File: src/rtl/mmio_pkg.sv
`default_nettype none
// ============================================================================
// Module   : mmio_pkg
// Brief    : Address map and FSM encoding shared by the MMIO responder.
// Revision : 1.0 - initial release
// ============================================================================
package mmio_pkg;

    localparam logic [31:0] IO_LED_ADDR    = 32'hFFFF_FC04;
    localparam logic [31:0] IO_SEG_ADDR    = 32'hFFFF_FC08;
    localparam logic [31:0] IO_SW_ADDR     = 32'hFFFF_FC10;
    localparam logic [31:0] IO_SW_BLK_ADDR = 32'hFFFF_FC14;
    localparam logic [31:0] IO_STATUS_ADDR = 32'hFFFF_FC18;

    localparam logic [1:0] C_ST_IDLE       = 2'd0;
    localparam logic [1:0] C_ST_RESP       = 2'd1;
    localparam logic [1:0] C_ST_WAIT_PRESS = 2'd2;

    typedef enum logic [1:0] {
        ST_IDLE       = C_ST_IDLE,
        ST_RESP       = C_ST_RESP,
        ST_WAIT_PRESS = C_ST_WAIT_PRESS
    } mmio_state_e;

endpackage : mmio_pkg
`default_nettype wire

File: src/rtl/btn_debouncer.sv
`default_nettype none
// ============================================================================
// Module   : btn_debouncer
// Brief    : 2-FF synchronizer, stability counter and press pulse for a button.
// Revision : 1.0 - initial release
// ============================================================================
module btn_debouncer #(
    parameter logic [19:0] DEBOUNCE_CYCLES = 20'd100000
) (
    input  logic clk,
    input  logic rst_n,
    input  logic btn_raw,
    output logic stable,
    output logic press_evt
);

    logic        r_sync1;
    logic        r_sync2;
    logic [19:0] r_cnt;
    logic        r_stable;
    logic        r_press;

    // The counter only runs while the synced level disagrees with the accepted
    // level; any return to agreement (a bounce) restarts the count.
    always_ff @(posedge clk or negedge rst_n) begin
        if (!rst_n) begin
            r_sync1  <= 1'b0;
            r_sync2  <= 1'b0;
            r_cnt    <= 20'd0;
            r_stable <= 1'b0;
            r_press  <= 1'b0;
        end else begin
            r_sync1 <= btn_raw;
            r_sync2 <= r_sync1;
            r_press <= 1'b0;
            if (r_sync2 == r_stable) begin
                r_cnt <= 20'd0;
            end else if (r_cnt == DEBOUNCE_CYCLES - 20'd1) begin
                r_stable <= r_sync2;
                r_cnt    <= 20'd0;
                r_press  <= r_sync2;
            end else begin
                r_cnt <= r_cnt + 20'd1;
            end
        end
    end

    assign stable    = r_stable;
    assign press_evt = r_press;

endmodule : btn_debouncer
`default_nettype wire

File: src/rtl/mmio_responder.sv
`default_nettype none
// ============================================================================
// Module   : mmio_responder
// Brief    : IO-port responder for LEDs, 7-seg, switches and confirm button.
// Revision : 1.0 - initial release
// ============================================================================
module mmio_responder
    import mmio_pkg::*;
#(
    parameter logic [19:0] DEBOUNCE_CYCLES = 20'd100000,
    parameter int          SW_W            = 16
) (
    input  logic            clk,
    input  logic            rst_n,
    input  logic            io_read,
    input  logic            io_write,
    input  logic [31:0]     addr,
    input  logic [31:0]     wdata,
    output logic [31:0]     rdata,
    output logic            rdata_valid,
    output logic            stall,
    input  logic [SW_W-1:0] switches,
    input  logic            btn_confirm,
    output logic [SW_W-1:0] leds,
    output logic [31:0]     seg_value
);

    mmio_state_e     r_state;
    logic [SW_W-1:0] r_sw_sync1;
    logic [SW_W-1:0] r_sw_sync2;
    logic [SW_W-1:0] r_leds;
    logic [31:0]     r_seg;
    logic [31:0]     r_rdata;

    logic            w_btn_stable;
    logic            w_press_evt;
    logic            w_rd;
    logic            w_wr;
    logic            w_rd_blk;
    logic [31:0]     w_rd_mux;
    logic [31:0]     w_sw_ext;

    btn_debouncer #(
        .DEBOUNCE_CYCLES (DEBOUNCE_CYCLES)
    ) u_btn_debouncer (
        .clk       (clk),
        .rst_n     (rst_n),
        .btn_raw   (btn_confirm),
        .stable    (w_btn_stable),
        .press_evt (w_press_evt)
    );

    // Simultaneous strobes are treated as no access at all.
    assign w_rd     = io_read & ~io_write;
    assign w_wr     = io_write & ~io_read;
    assign w_rd_blk = w_rd && (addr == IO_SW_BLK_ADDR);
    assign w_sw_ext = {{(32-SW_W){1'b0}}, r_sw_sync2};

    always_comb begin
        w_rd_mux = 32'd0;
        case (addr)
            IO_LED_ADDR:    w_rd_mux = {{(32-SW_W){1'b0}}, r_leds};
            IO_SEG_ADDR:    w_rd_mux = r_seg;
            IO_SW_ADDR:     w_rd_mux = w_sw_ext;
            IO_STATUS_ADDR: w_rd_mux = {31'd0, w_btn_stable};
            default:        w_rd_mux = 32'd0;
        endcase
    end

    always_ff @(posedge clk or negedge rst_n) begin
        if (!rst_n) begin
            r_sw_sync1 <= '0;
            r_sw_sync2 <= '0;
        end else begin
            r_sw_sync1 <= switches;
            r_sw_sync2 <= r_sw_sync1;
        end
    end

    always_ff @(posedge clk or negedge rst_n) begin
        if (!rst_n) begin
            r_state <= ST_IDLE;
            r_leds  <= '0;
            r_seg   <= 32'd0;
            r_rdata <= 32'd0;
        end else begin
            case (r_state)
                ST_IDLE: begin
                    if (w_wr) begin
                        if (addr == IO_LED_ADDR) r_leds <= wdata[SW_W-1:0];
                        if (addr == IO_SEG_ADDR) r_seg  <= wdata;
                    end else if (w_rd_blk) begin
                        r_state <= ST_WAIT_PRESS;
                    end else if (w_rd) begin
                        r_rdata <= w_rd_mux;
                        r_state <= ST_RESP;
                    end
                end
                ST_RESP: begin
                    r_state <= ST_IDLE;
                end
                ST_WAIT_PRESS: begin
                    if (w_press_evt) begin
                        r_rdata <= w_sw_ext;
                        r_state <= ST_RESP;
                    end
                end
                default: begin
                    r_state <= ST_IDLE;
                end
            endcase
        end
    end

    // The core keeps io_read asserted while stalled, so the same-cycle stall
    // term is gated by reset to let stall fall as soon as rst_n goes low.
    assign stall       = rst_n & ((r_state == ST_WAIT_PRESS) ||
                                  ((r_state == ST_IDLE) && w_rd_blk));
    assign rdata_valid = (r_state == ST_RESP);
    assign rdata       = r_rdata;
    assign leds        = r_leds;
    assign seg_value   = r_seg;

endmodule : mmio_responder
`default_nettype wire

File: config.mk
export PLATFORM = sky130hd
export DESIGN_NAME = mmio_responder
export DESIGN_NICKNAME = d
export VERILOG_FILES = /design/src/rtl/mmio_pkg.sv /design/src/rtl/btn_debouncer.sv /design/src/rtl/mmio_responder.sv
export SDC_FILE = /design/constraint.sdc
export NUM_CORES = 1
export LEC_CHECK = 0
export CELL_PAD_IN_SITES_DETAIL_PLACEMENT = 0
export CELL_PAD_IN_SITES_GLOBAL_PLACEMENT = 2
export CORE_MARGIN = 3
export CORE_UTILIZATION = 28
export DETAILED_ROUTE_END_ITERATION = 8
export GPL_ROUTABILITY_DRIVEN = 0
export PLACE_DENSITY_LB_ADDON = 0.1
export SLEW_MARGIN = 0
export SYNTH_ARGS = -nofsm -noshare
export SYNTH_HDL_FRONTEND = slang
export SYNTH_SLANG_ARGS = --single-unit
File: constraint.sdc
create_clock -name clk -period 2.9 [get_ports clk]
set_input_delay 0.87 -clock clk [delete_from_list [all_inputs] [get_ports clk]]
set_output_delay 0.87 -clock clk [all_outputs]
set_load 0.02 [all_outputs]
==> impl_metrics.csv, run 1 <==
group,metric,value,unit
cts,clk_root_buffer_cell,"sky130_fd_sc_hd__clkbuf_16",
power_and_ir_drop,static-leakage-power,3.832,nW
yosys,synth_top_cells_by_area,"sky130_fd_sc_hd__dfrtp_1, sky130_fd_sc_hd__mux2_2, sky130_fd_sc_hd__a22o_1",
power_and_ir_drop,p_per_area,513.2,nW/um2
hold_path,hold_start,"r_sw_sync1[10]",
yosys,synth.net_count,515,
cts,count_of_h_tree_levels_built_during_cts,4,
sta,transition_time_at_the_pin_with_the_least_slew_margin,1128,ps
worst_setup_path,timing.critical_path.required,2030,ps
yosys,synth_seq_area_share,61.05,%
drt,route.detailed.wl_per_inst,16.91,um
cts,tritoncts.num_buffers,17,
yosys,synth_largest_area_cell,"sky130_fd_sc_hd__dfrtp_1",
drt,postRouteAntennaNets,0,
sta,final.setup.tns,-135.2,ps
sta,report.final.hold_viol_count,0,
cts,clock_tree_buf_depth,2,
sta,slew_viol_final,0,
hold_path,hold_end,"r_sw_sync2[10]",
global_route,grt_antenna_before_repair,0,
yosys,synth_cell_types,43,
sta,setup_viol,1,
cts,cts-hold-fix-buffers,0,
worst_setup_path,crit_path_max_fanout,2,
yosys,synth-compound-area-share,9.467,%
yosys,ys_dominant_reg_cell,"sky130_fd_sc_hd__dfrtp_1",
worst_setup_path,timing.critical_path.slowest_stage_cell,"sky130_fd_sc_hd__clkdlybuf4s50_1",
global_route,grt.overflow.total,0,
worst_setup_path,reg2reg_setup_slack,490,ps
sta,hold_ws,341.1,ps
cells_and_area,filler_cell_count,1869,
worst_setup_path,worstSetupEndpointType,"primary output",
sta,setup_slack,-135.2,ps
worst_setup_path,timing_worst_setup_path_type,"in -> out",
worst_setup_path,crit_arrival,2170,ps
worst_setup_path,critical_path.n_buffers_inverters,3,
global_route,gr-usage-all-layers,14.66,%
floorplanning,io_pins,167,
drt,initialDrtViolationCount,119,
cells_and_area,antenna-diode-count,0,
worst_setup_path,worst-r2r-cell-count,7,
yosys,library_cell_with_the_highest_instance_count_after_synthesis,"sky130_fd_sc_hd__dfrtp_1",
placement,detailed_placement_wirelength_estimate,11240,um
hold_path,min_path_cells,0,
yosys,yosys.area_share.xor_xnor,3.097,%
cts,cts.clk_slew.worst_paths,60,ps
cells_and_area,final_nets,737,
worst_setup_path,path_delay_family,"buffers and inverters",
worst_setup_path,critPathMaxStageDelay,440,ps
yosys,post_synth.cell_area_avg,13.19,um2
global_route,wire_length_of_the_first_global_routing_pass,24910,um
worst_setup_path,start_kind,"primary input",
sta,max_freq,329.5,MHz
global_route,grt_max_degree,78,
cts,tritoncts,"built",
yosys,synth_area,5657,um2
cts,clock_sinks,138,
status,violations_in_the_final_reports,"negative setup slack",
global_route,number_of_global_route_vias_before_repair,4467,
yosys,synth_edf_count,0,
drt,viasPerCell,4.520,
floorplanning,fp-row-count,51,
cts,clk_latency,410,ps
worst_setup_path,crit_path_start,"addr[7]",
drt,wl,15710,um
yosys,synthesis.instances,429,
drt,drc,0,
cells_and_area,area.growth.synth_to_final,52.49,%
yosys,synth_top_family_by_area,"multiplexers",
power_and_ir_drop,vdd.ir_drop.worst,0.0003781,V
floorplanning,initial_core_util,28.78,%
worst_setup_path,timing.rr.end,"rdata[14]",
floorplanning,core_area,19650,um2
placement,dpl.cell_count,887,
floorplanning,die_area,21940,um2
yosys,synth-warning-count,0,
hold_path,hp-class,"reg -> reg",
sta,post-route-min-period,3035,ps
placement,numPortBuffers,166,
sta,grt_setup_unrepaired,"yes",
sta,slew-limit-headroom,24.46,%
drt,drt-pass1-iter-count,4,
flow_run,maxCapViolations,0,
cells_and_area,layout-drive-gt1-share,27.71,%
yosys,synth-simple-area-share,10.97,%
worst_setup_path,r2r_start,"r_state[1]",
cells_and_area,final_cells,929,
yosys,netlist.area_leader.share,61.05,%
sta,fin_worst_skew,10.54,ps
drt,route.vias.total,4199,
sta,min_period_over_period,104.7,%
floorplanning,die_height,148.1,um
worst_setup_path,path_cells,"clkdlybuf4s50_1 -> nor4b_2 -> buf_4 -> nand4_1 -> a21boi_2 -> buf_6",
yosys,synth.cells.most_frequent,"sky130_fd_sc_hd__dfrtp_1, sky130_fd_sc_hd__mux2_2, sky130_fd_sc_hd__a22o_1, sky130_fd_sc_hd__nor2_1, sky130_fd_sc_hd__nand2_1",
yosys,synth.mux.area_fraction,12.94,%
yosys,synth_adder_area_share,0.2212,%
yosys,ys_seq_elements,138,
status,outcome,"complete, but fails checks",
floorplanning,die_width,148.1,um
yosys,async_flop_share,100.0,%
[metal layers]
layer	part of all wire, %	vias to the layer above	GRT usage [%]
li1	-	2007	-
met1	46	2068	19.75
met2	46	111	22.56
met3	6.5	13	5.424
met4	1.6	0	3.695
met5	0	-	0
[where the power goes]
group | switching [W] | total (W) | internal (W)
clock network | 0.000876 | 0.00219 | 0.00131
registers | 0.0000155 | 0.00197 | 0.00195
logic | 0.000119 | 0.000267 | 0.000148
total | 0.00101 | 0.00443 | 0.00342
[cell usage in the layout, fill, tap and decap left out, types with 15 or more instances in the layout]
cell type | netlist | layout
sky130_fd_sc_hd__a22o_1 | 31 | 31
sky130_fd_sc_hd__a22oi_1 | 15 | 15
sky130_fd_sc_hd__buf_4 | 2 | 50
sky130_fd_sc_hd__clkbuf_16 | 0 | 17
sky130_fd_sc_hd__clkdlybuf4s50_1 | 0 | 139
sky130_fd_sc_hd__dfrtp_1 | 138 | 138
sky130_fd_sc_hd__mux2_2 | 62 | 62
sky130_fd_sc_hd__nand2_1 | 27 | 27
sky130_fd_sc_hd__nor2_1 | 30 | 30
sky130_fd_sc_hd__o21ai_0 | 16 | 15
[worst max path at each step]
stage                       end  cells after the start  slack (ps)
final                     stall                      6        -140
after CTS                 stall                      8        -150
after global routing      stall                      8        -170
after floorplan           stall                      5           1
after detailed placement  stall                      8       -1040
after global placement    stall                      8       -1000
[sequential cells by signal, summed over array words and instances (netlist names)]
signal                     cells
r_sw_sync2                    16
u_btn_debouncer.r_sync2        1
u_btn_debouncer.r_sync1        1
seg_value                     32
rdata                         32
u_btn_debouncer.press_evt      1
r_state                        2
r_sw_sync1                    16
leds                          16
u_btn_debouncer.r_cnt         20
u_btn_debouncer.stable         1
[through the flow]
step	power, W	cell area (um2)	setup slack (ps)	util (%)
finish	0.004427	8626	-135.2	43.89
global route	0.004623	8626	-174.5	43.89
CTS	0.004507	8587	-151.5	43.69
detailed placement	0.002283	7978	-1040	40.59
global placement	0.002280	7978	-998.1	40.59
floorplan	0.002059	5667	1.479	-
[cell type report]
class / instances / area (um2) / area share (%)
Sequential cell: 138 / 3453 / 40.03
Timing Repair Buffer: 222 / 2100 / 24.34
Inverter: 3 / 11.26 / 0.1305
Clock buffer: 19 / 442.9 / 5.135
Clock inverter: 13 / 158.9 / 1.842
Tap cell: 265 / 331.6 / 3.844
Multi-Input combinational cell: 269 / 2128 / 24.67
[kinds of logic after synthesis]
kind of cell,Yosys count
adder cells (fa/ha/maj),1
multiplexers,65
XOR/XNOR,20
buffers and inverters,22
AND/OR/NAND/NOR,113
AO/OA/AOI/OAI,70
flip-flops,138
[what timing repair did]
item / CTS / global route
resized for setup: 58 / 17
setup buffers: 9 / 1
gates cloned: 0 / 0
setup endpoints to repair: 1 / 16
pin swaps: 11 / 5
Note: power is estimated with default switching activity, not from simulation.
==> inputs of run 2 (changes only) <==
--- a/config.mk
+++ b/config.mk
@@ -11,6 +11,7 @@
 export CORE_UTILIZATION = 28
 export DETAILED_ROUTE_END_ITERATION = 8
 export GPL_ROUTABILITY_DRIVEN = 0
+export MAX_ROUTING_LAYER = met4
 export PLACE_DENSITY_LB_ADDON = 0.1
 export SLEW_MARGIN = 0
 export SYNTH_ARGS = -nofsm -noshare
==> run 2 against run 1 <==
Core utilization is the same. Worst setup slack about the same. Largest power group unchanged. Design area unchanged. Sequential cell count unchanged. Clock-buffer cell count is the same. Clock skew is 8.1 ps higher. Global-route usage up 0.36 points. The run still ends with negative setup slack left.
==> impl_metrics.csv, run 2 (synthesis gave the netlist of run 1 again) <==
group,metric,value,unit
floorplanning,io_pins,167,
worst_setup_path,crit_arrival,2170,ps
cts,tritoncts.num_buffers,17,
cells_and_area,ff_latch_area,3453,um2
floorplanning,die_width,148.1,um
sta,post-route-min-period,3035,ps
power_and_ir_drop,static-leakage-power,3.832,nW
sta,fin_worst_skew,18.62,ps
cts,clk_root_buffer_cell,"sky130_fd_sc_hd__clkbuf_16",
sta,grt_setup_unrepaired,"yes",
drt,initialDrtViolationCount,116,
cells_and_area,multi_input_area,2128,um2
worst_setup_path,worstSetupEndpointType,"primary output",
hold_path,hp-class,"reg -> reg",
floorplanning,die_area,21940,um2
sta,max_freq,329.4,MHz
global_route,gr-usage-all-layers,15.02,%
floorplanning,fp-row-count,51,
cts,clk_latency,420,ps
cells_and_area,area.growth.synth_to_final,52.49,%
cells_and_area,most_common_cell_after_layout_fill_and_taps_aside,"sky130_fd_sc_hd__clkdlybuf4s50_1",
drt,route.detailed.wl_per_inst,16.89,um
worst_setup_path,timing.critical_path.slowest_stage_cell,"sky130_fd_sc_hd__clkdlybuf4s50_1",
cts,clock_sinks,138,
status,violations_in_the_final_reports,"negative setup slack",
floorplanning,die_height,148.1,um
drt,drc,0,
worst_setup_path,path_cells,"clkdlybuf4s50_1 -> nor4b_2 -> buf_4 -> nand4_1 -> a21boi_2 -> buf_6",
drt,postRouteAntennaNets,0,
flow_run,maxCapViolations,0,
cts,count_of_h_tree_levels_built_during_cts,4,
cells_and_area,final_nets,737,
cts,cts.clk_slew.worst_paths,60,ps
global_route,grt.overflow.total,0,
worst_setup_path,critPathMaxStageDelay,440,ps
cells_and_area,layout-drive-gt1-share,27.71,%
cells_and_area,filler_cell_count,1869,
global_route,grt_max_degree,78,
global_route,number_of_global_route_vias_before_repair,4461,
cells_and_area,post-route-util,43.89,%
drt,wl,15690,um
sta,transition_time_at_the_pin_with_the_least_slew_margin,1127,ps
drt,drt-pass1-iter-count,5,
sta,report.final.hold_viol_count,0,
sta,slew_viol_final,0,
sta,setup_viol,1,
floorplanning,initial_core_util,28.78,%
cts,cts-hold-fix-buffers,0,
worst_setup_path,timing_worst_setup_path_type,"in -> out",
worst_setup_path,crit_path_max_fanout,2,
cts,clock_tree_buf_depth,2,
placement,detailed_placement_wirelength_estimate,11240,um
placement,dpl.cell_count,887,
cts,tritoncts,"built",
sta,slew-limit-headroom,24.51,%
global_route,wire_length_of_the_first_global_routing_pass,24870,um
cells_and_area,final_cells,929,
status,outcome,"complete, but fails checks",
worst_setup_path,timing.critical_path.required,2030,ps
global_route,grt_antenna_before_repair,0,
power_and_ir_drop,vdd.ir_drop.worst,0.0003783,V
sta,setup_slack,-135.4,ps
placement,numPortBuffers,166,
power_and_ir_drop,p_per_area,513.2,nW/um2
drt,viasPerCell,4.527,
drt,route.vias.total,4206,
cells_and_area,antenna-diode-count,0,
sta,min_period_over_period,104.7,%
worst_setup_path,start_kind,"primary input",
floorplanning,core_area,19650,um2
cells_and_area,final_cell_mix,"sky130_fd_sc_hd__clkdlybuf4s50_1, sky130_fd_sc_hd__dfrtp_1, sky130_fd_sc_hd__mux2_2",
## run 2: cell counts in the layout (fill, tap and decap cells not counted)
Identical to the previous run, type by type.
## run 2: where the power goes
group          switching [W]  internal [W]
clock               0.000876       0.00131
sequential         0.0000155       0.00195
combinational       0.000119      0.000148
## run 2: worst max-delay path, delay by kind of cell
family / cells / cell delay (ps)
buffers and inverters: 3 / 740
AO/OA/AOI/OAI: 1 / 180
AND/OR/NAND/NOR: 2 / 380
## run 2: final cells by class
| class | instances | area share, % |
|---|---|---|
| Sequential cell | 138 | 40.03 |
| Multi-Input combinational cell | 269 | 24.67 |
| Timing Repair Buffer | 222 | 24.34 |
| Clock buffer | 19 | 5.135 |
| Tap cell | 265 | 3.844 |
| Clock inverter | 13 | 1.842 |
| Inverter | 3 | 0.1305 |
## run 2: metrics by stage
stage          setup TNS [ps]  hold WS [ps]  power (W)  setup slack (ps)  cell area (um2)
2_1_floorplan               0         331.2   0.002059             1.479             5667
3_3_place_gp           -16610         333.7   0.002280            -998.1             7978
3_5_place_dp           -16620         334.7   0.002283             -1040             7978
4_1_cts                -151.5         339.8   0.004507            -151.5             8587
5_1_grt                -174.5         346.7   0.004617            -174.5             8626
6_report               -135.4         342.9   0.004427            -135.4             8626
## run 2: layer usage
metal  vias up  track usage, %  wire length [um]
li1       2005               -                 -
met3        16           4.966               995
met4         0           3.972               264
met2       119           22.65              7232
met1      2066           19.63              7196
met5         -               -                 0
## run 2: worst paths after layout
path                                  endpoint  depth (start not counted)  slack, ps           start
min in group asynchronous           r_state[1]                          2        640           rst_n
worst min-delay path            r_sw_sync2[10]                          0        340  r_sw_sync1[10]
worst max-delay path                     stall                          6       -140         addr[7]
worst min register to register  r_sw_sync2[10]                          0        340  r_sw_sync1[10]
max in group asynchronous       r_sw_sync1[10]                          3        750           rst_n
worst max register to register       rdata[14]                          7        500      r_state[1]
## run 2: repair_timing
action,in CTS,in global routing
buffers inserted,9,1
gates resized for setup,58,17
pin swaps,11,5
setup endpoints to repair,1,16
cloned,0,0
==> inputs of run 3 (changes only) <==
--- a/config.mk
+++ b/config.mk
@@ -8,7 +8,7 @@
 export CELL_PAD_IN_SITES_DETAIL_PLACEMENT = 0
 export CELL_PAD_IN_SITES_GLOBAL_PLACEMENT = 2
 export CORE_MARGIN = 3
-export CORE_UTILIZATION = 28
+export CORE_UTILIZATION = 27
 export DETAILED_ROUTE_END_ITERATION = 8
 export GPL_ROUTABILITY_DRIVEN = 0
 export MAX_ROUTING_LAYER = met4
@@ -16,4 +16,5 @@
 export SLEW_MARGIN = 0
 export SYNTH_ARGS = -nofsm -noshare
 export SYNTH_HDL_FRONTEND = slang
+export SYNTH_HIERARCHICAL = 1
 export SYNTH_SLANG_ARGS = --single-unit
==> run 3 against run 2 <==
The run still ends with negative setup slack left. Sequential cell count unchanged. Clock power is 3% higher. Core utilization decreased by 2.0 points. Via count up 3.5%. Worst setup slack gained 36 ps. Synthesized area did not move. Sequential power is essentially flat. Die area up 3.6%.
==> impl_metrics.csv, run 3 <==
group,metric,value,unit
global_route,gr-usage-all-layers,15.13,%
status,outcome,"complete, but fails checks",
floorplanning,core_area,20430,um2
floorplanning,initial_core_util,27.69,%
worst_setup_path,timing.critical_path.slowest_stage_cell,"sky130_fd_sc_hd__nor4b_4",
cells_and_area,post-route-util,41.90,%
drt,postRouteAntennaNets,0,
cts,tritoncts.num_buffers,17,
yosys,library_cell_with_the_highest_instance_count_after_synthesis,"sky130_fd_sc_hd__dfrtp_1",
global_route,number_of_global_route_vias_before_repair,4518,
yosys,async_flop_share,100.0,%
drt,route.detailed.wl_per_inst,17.33,um
cts,cts-hold-fix-buffers,0,
sta,final.setup.tns,-99.11,ps
worst_setup_path,reg2reg_setup_slack,660,ps
worst_setup_path,worstSetupEndpointType,"primary output",
global_route,grt.overflow.total,0,
cts,clk_root_buffer_cell,"sky130_fd_sc_hd__clkbuf_16",
drt,drc,0,
sta,setup_slack,-99.11,ps
yosys,synth_area,5657,um2
yosys,synth_largest_area_cell,"sky130_fd_sc_hd__dfrtp_1",
cells_and_area,final_cell_mix,"sky130_fd_sc_hd__dfrtp_1, sky130_fd_sc_hd__clkdlybuf4s50_1, sky130_fd_sc_hd__mux2_1",
cts,tritoncts,"built",
global_route,wire_length_of_the_first_global_routing_pass,25450,um
cts,clock_tree_buf_depth,2,
cts,count_of_h_tree_levels_built_during_cts,4,
global_route,grt_antenna_before_repair,1,
yosys,post_synth.cell_area_avg,12.57,um2
sta,report.final.hold_viol_count,0,
yosys,synth-warning-count,6,
sta,post-route-min-period,2999,ps
sta,grt_setup_unrepaired,"yes",
worst_setup_path,timing_worst_setup_path_type,"in -> out",
cells_and_area,layout-drive-gt1-share,17.01,%
yosys,ys_dominant_reg_cell,"sky130_fd_sc_hd__dfrtp_1",
drt,viasPerCell,4.625,
status,violations_in_the_final_reports,"negative setup slack",
drt,drt-pass1-iter-count,5,
floorplanning,die_area,22720,um2
flow_run,maxCapViolations,0,
sta,max_freq,333.4,MHz
worst_setup_path,critPathMaxStageDelay,300,ps
floorplanning,io_pins,167,
power_and_ir_drop,total_power,0.004447,W
cells_and_area,area.growth.synth_to_final,51.34,%
yosys,synth.cells.most_frequent,"sky130_fd_sc_hd__dfrtp_1, sky130_fd_sc_hd__mux2_1, sky130_fd_sc_hd__nand2_1, sky130_fd_sc_hd__nand3_1, sky130_fd_sc_hd__nor2_1",
worst_setup_path,timing.critical_path.required,2030,ps
power_and_ir_drop,static-leakage-power,3.818,nW
cts,cts.clk_slew.worst_paths,60,ps
floorplanning,fp-row-count,52,
power_and_ir_drop,vdd.ir_drop.worst,0.0003563,V
sta,min_period_over_period,103.4,%
yosys,ys_seq_elements,138,
drt,initialDrtViolationCount,297,
yosys,synth_edf_count,0,
sta,slew_viol_final,0,
sta,fin_worst_skew,9.766,ps
sta,transition_time_at_the_pin_with_the_least_slew_margin,906.2,ps
drt,route.vias.total,4352,
hold_path,hp-class,"reg -> reg",
global_route,grt_max_degree,139,
cts,clock_sinks,138,
worst_setup_path,path_cells,"dlygate4sd2_1 -> nor4b_4 -> nand3_4 -> nor4_4 -> o21a_2 -> buf_6",
power_and_ir_drop,p_per_area,519.4,nW/um2
sta,slew-limit-headroom,39.58,%
worst_setup_path,start_kind,"primary input",
worst_setup_path,crit_path_max_fanout,2,
cells_and_area,final_nets,743,
yosys,synth_top_cells_by_area,"sky130_fd_sc_hd__dfrtp_1, sky130_fd_sc_hd__mux2_1, sky130_fd_sc_hd__mux2i_1",
floorplanning,die_height,150.7,um
cells_and_area,most_common_cell_after_layout_fill_and_taps_aside,"sky130_fd_sc_hd__dfrtp_1",
yosys,synth_seq_area_share,61.05,%
sta,setup_viol,1,
worst_setup_path,critical_path.n_buffers_inverters,2,
placement,detailed_placement_wirelength_estimate,10660,um
cts,clk_latency,420,ps
placement,numPortBuffers,166,
yosys,synth.net_count,536,
worst_setup_path,crit_arrival,2130,ps
cells_and_area,filler_cell_count,1937,
yosys,netlist.area_leader.share,61.05,%
drt,wl,16310,um
floorplanning,die_width,150.7,um
yosys,synthesis.instances,450,
yosys,synth_cell_types,47,
worst_setup_path,path_delay_family,"simple AND/OR/NAND/NOR gates",
[run 3: worst reg2reg max path, delay by kind of cell (launching register included)]
family / cells / cell delay (ps)
flip-flops: 1 / 470
AND/OR/NAND/NOR: 1 / 80
AO/OA/AOI/OAI: 1 / 140
buffers and inverters: 12 / 1440
[run 3: layer usage]
metal,share of wire [%],vias to the layer above,routed length [um],GRT usage [%]
met3,5.9,14,957,3.522
met2,50,132,8175,24.80
li1,-,2052,-,-
met1,43,2154,6955,18.56
met4,1.4,0,221,4.805
met5,0,-,0,-
[run 3: worst paths after layout]
| kind | to | start | cells after the start |
|---|---|---|---|
| max in group asynchronous | u_btn_debouncer/r_cnt[17] | rst_n | 2 |
| min in group asynchronous | rdata[17] | rst_n | 2 |
| min reg2reg | r_sw_sync2[1] | r_sw_sync1[1] | 0 |
| max | stall | addr[5] | 6 |
| max reg2reg | r_state[1] | r_state[0] | 14 |
| min | r_sw_sync2[1] | r_sw_sync1[1] | 0 |
[run 3: per-stage QoR]
stage                     setup slack [ps]  area (um2)  hold slack (ps)  std cells
after floorplan                      33.24        5670            331.2        450
after global placement              -950.2        7861            333.1        895
after detailed placement            -985.7        7861            334.7        895
after CTS                           -110.4        8572            348.4        941
after global routing                -161.4        8561            349.8        941
final                               -99.11        8561            347.1        941
[run 3: cell type report]
type	instances	area, um2	share of cell area [%]
sequential	138	3453	40.34
multi-input combinational	286	2146	25.07
timing repair buffer	208	1983	23.17
clock buffer	17	425.4	4.969
tap	270	337.8	3.946
clock inverter	15	187.7	2.192
inverter	6	25.02	0.2923
antenna	1	2.502	0.02923
[run 3: logic make-up after synthesis]
family	Yosys count	share of synthesized area, %
simple gates	155	14.78
flops	138	61.05
mux	65	12.59
compound gates	50	6.746
buf+inv	26	2.300
xor+xnor	15	2.323
fa+ha+maj	1	0.2212
[run 3: where the power goes]
part	switching [W]	internal, W	total (W)
registers	0.0000153	0.00196	0.00197
logic	0.000102	0.000118	0.000220
clock network	0.000886	0.00137	0.00226
[run 3: repair_timing]
action,4_1_cts,5_1_grt
setup endpoints to repair,1,2
setup buffers,17,1
pin swaps,12,9
gates resized for setup,85,10
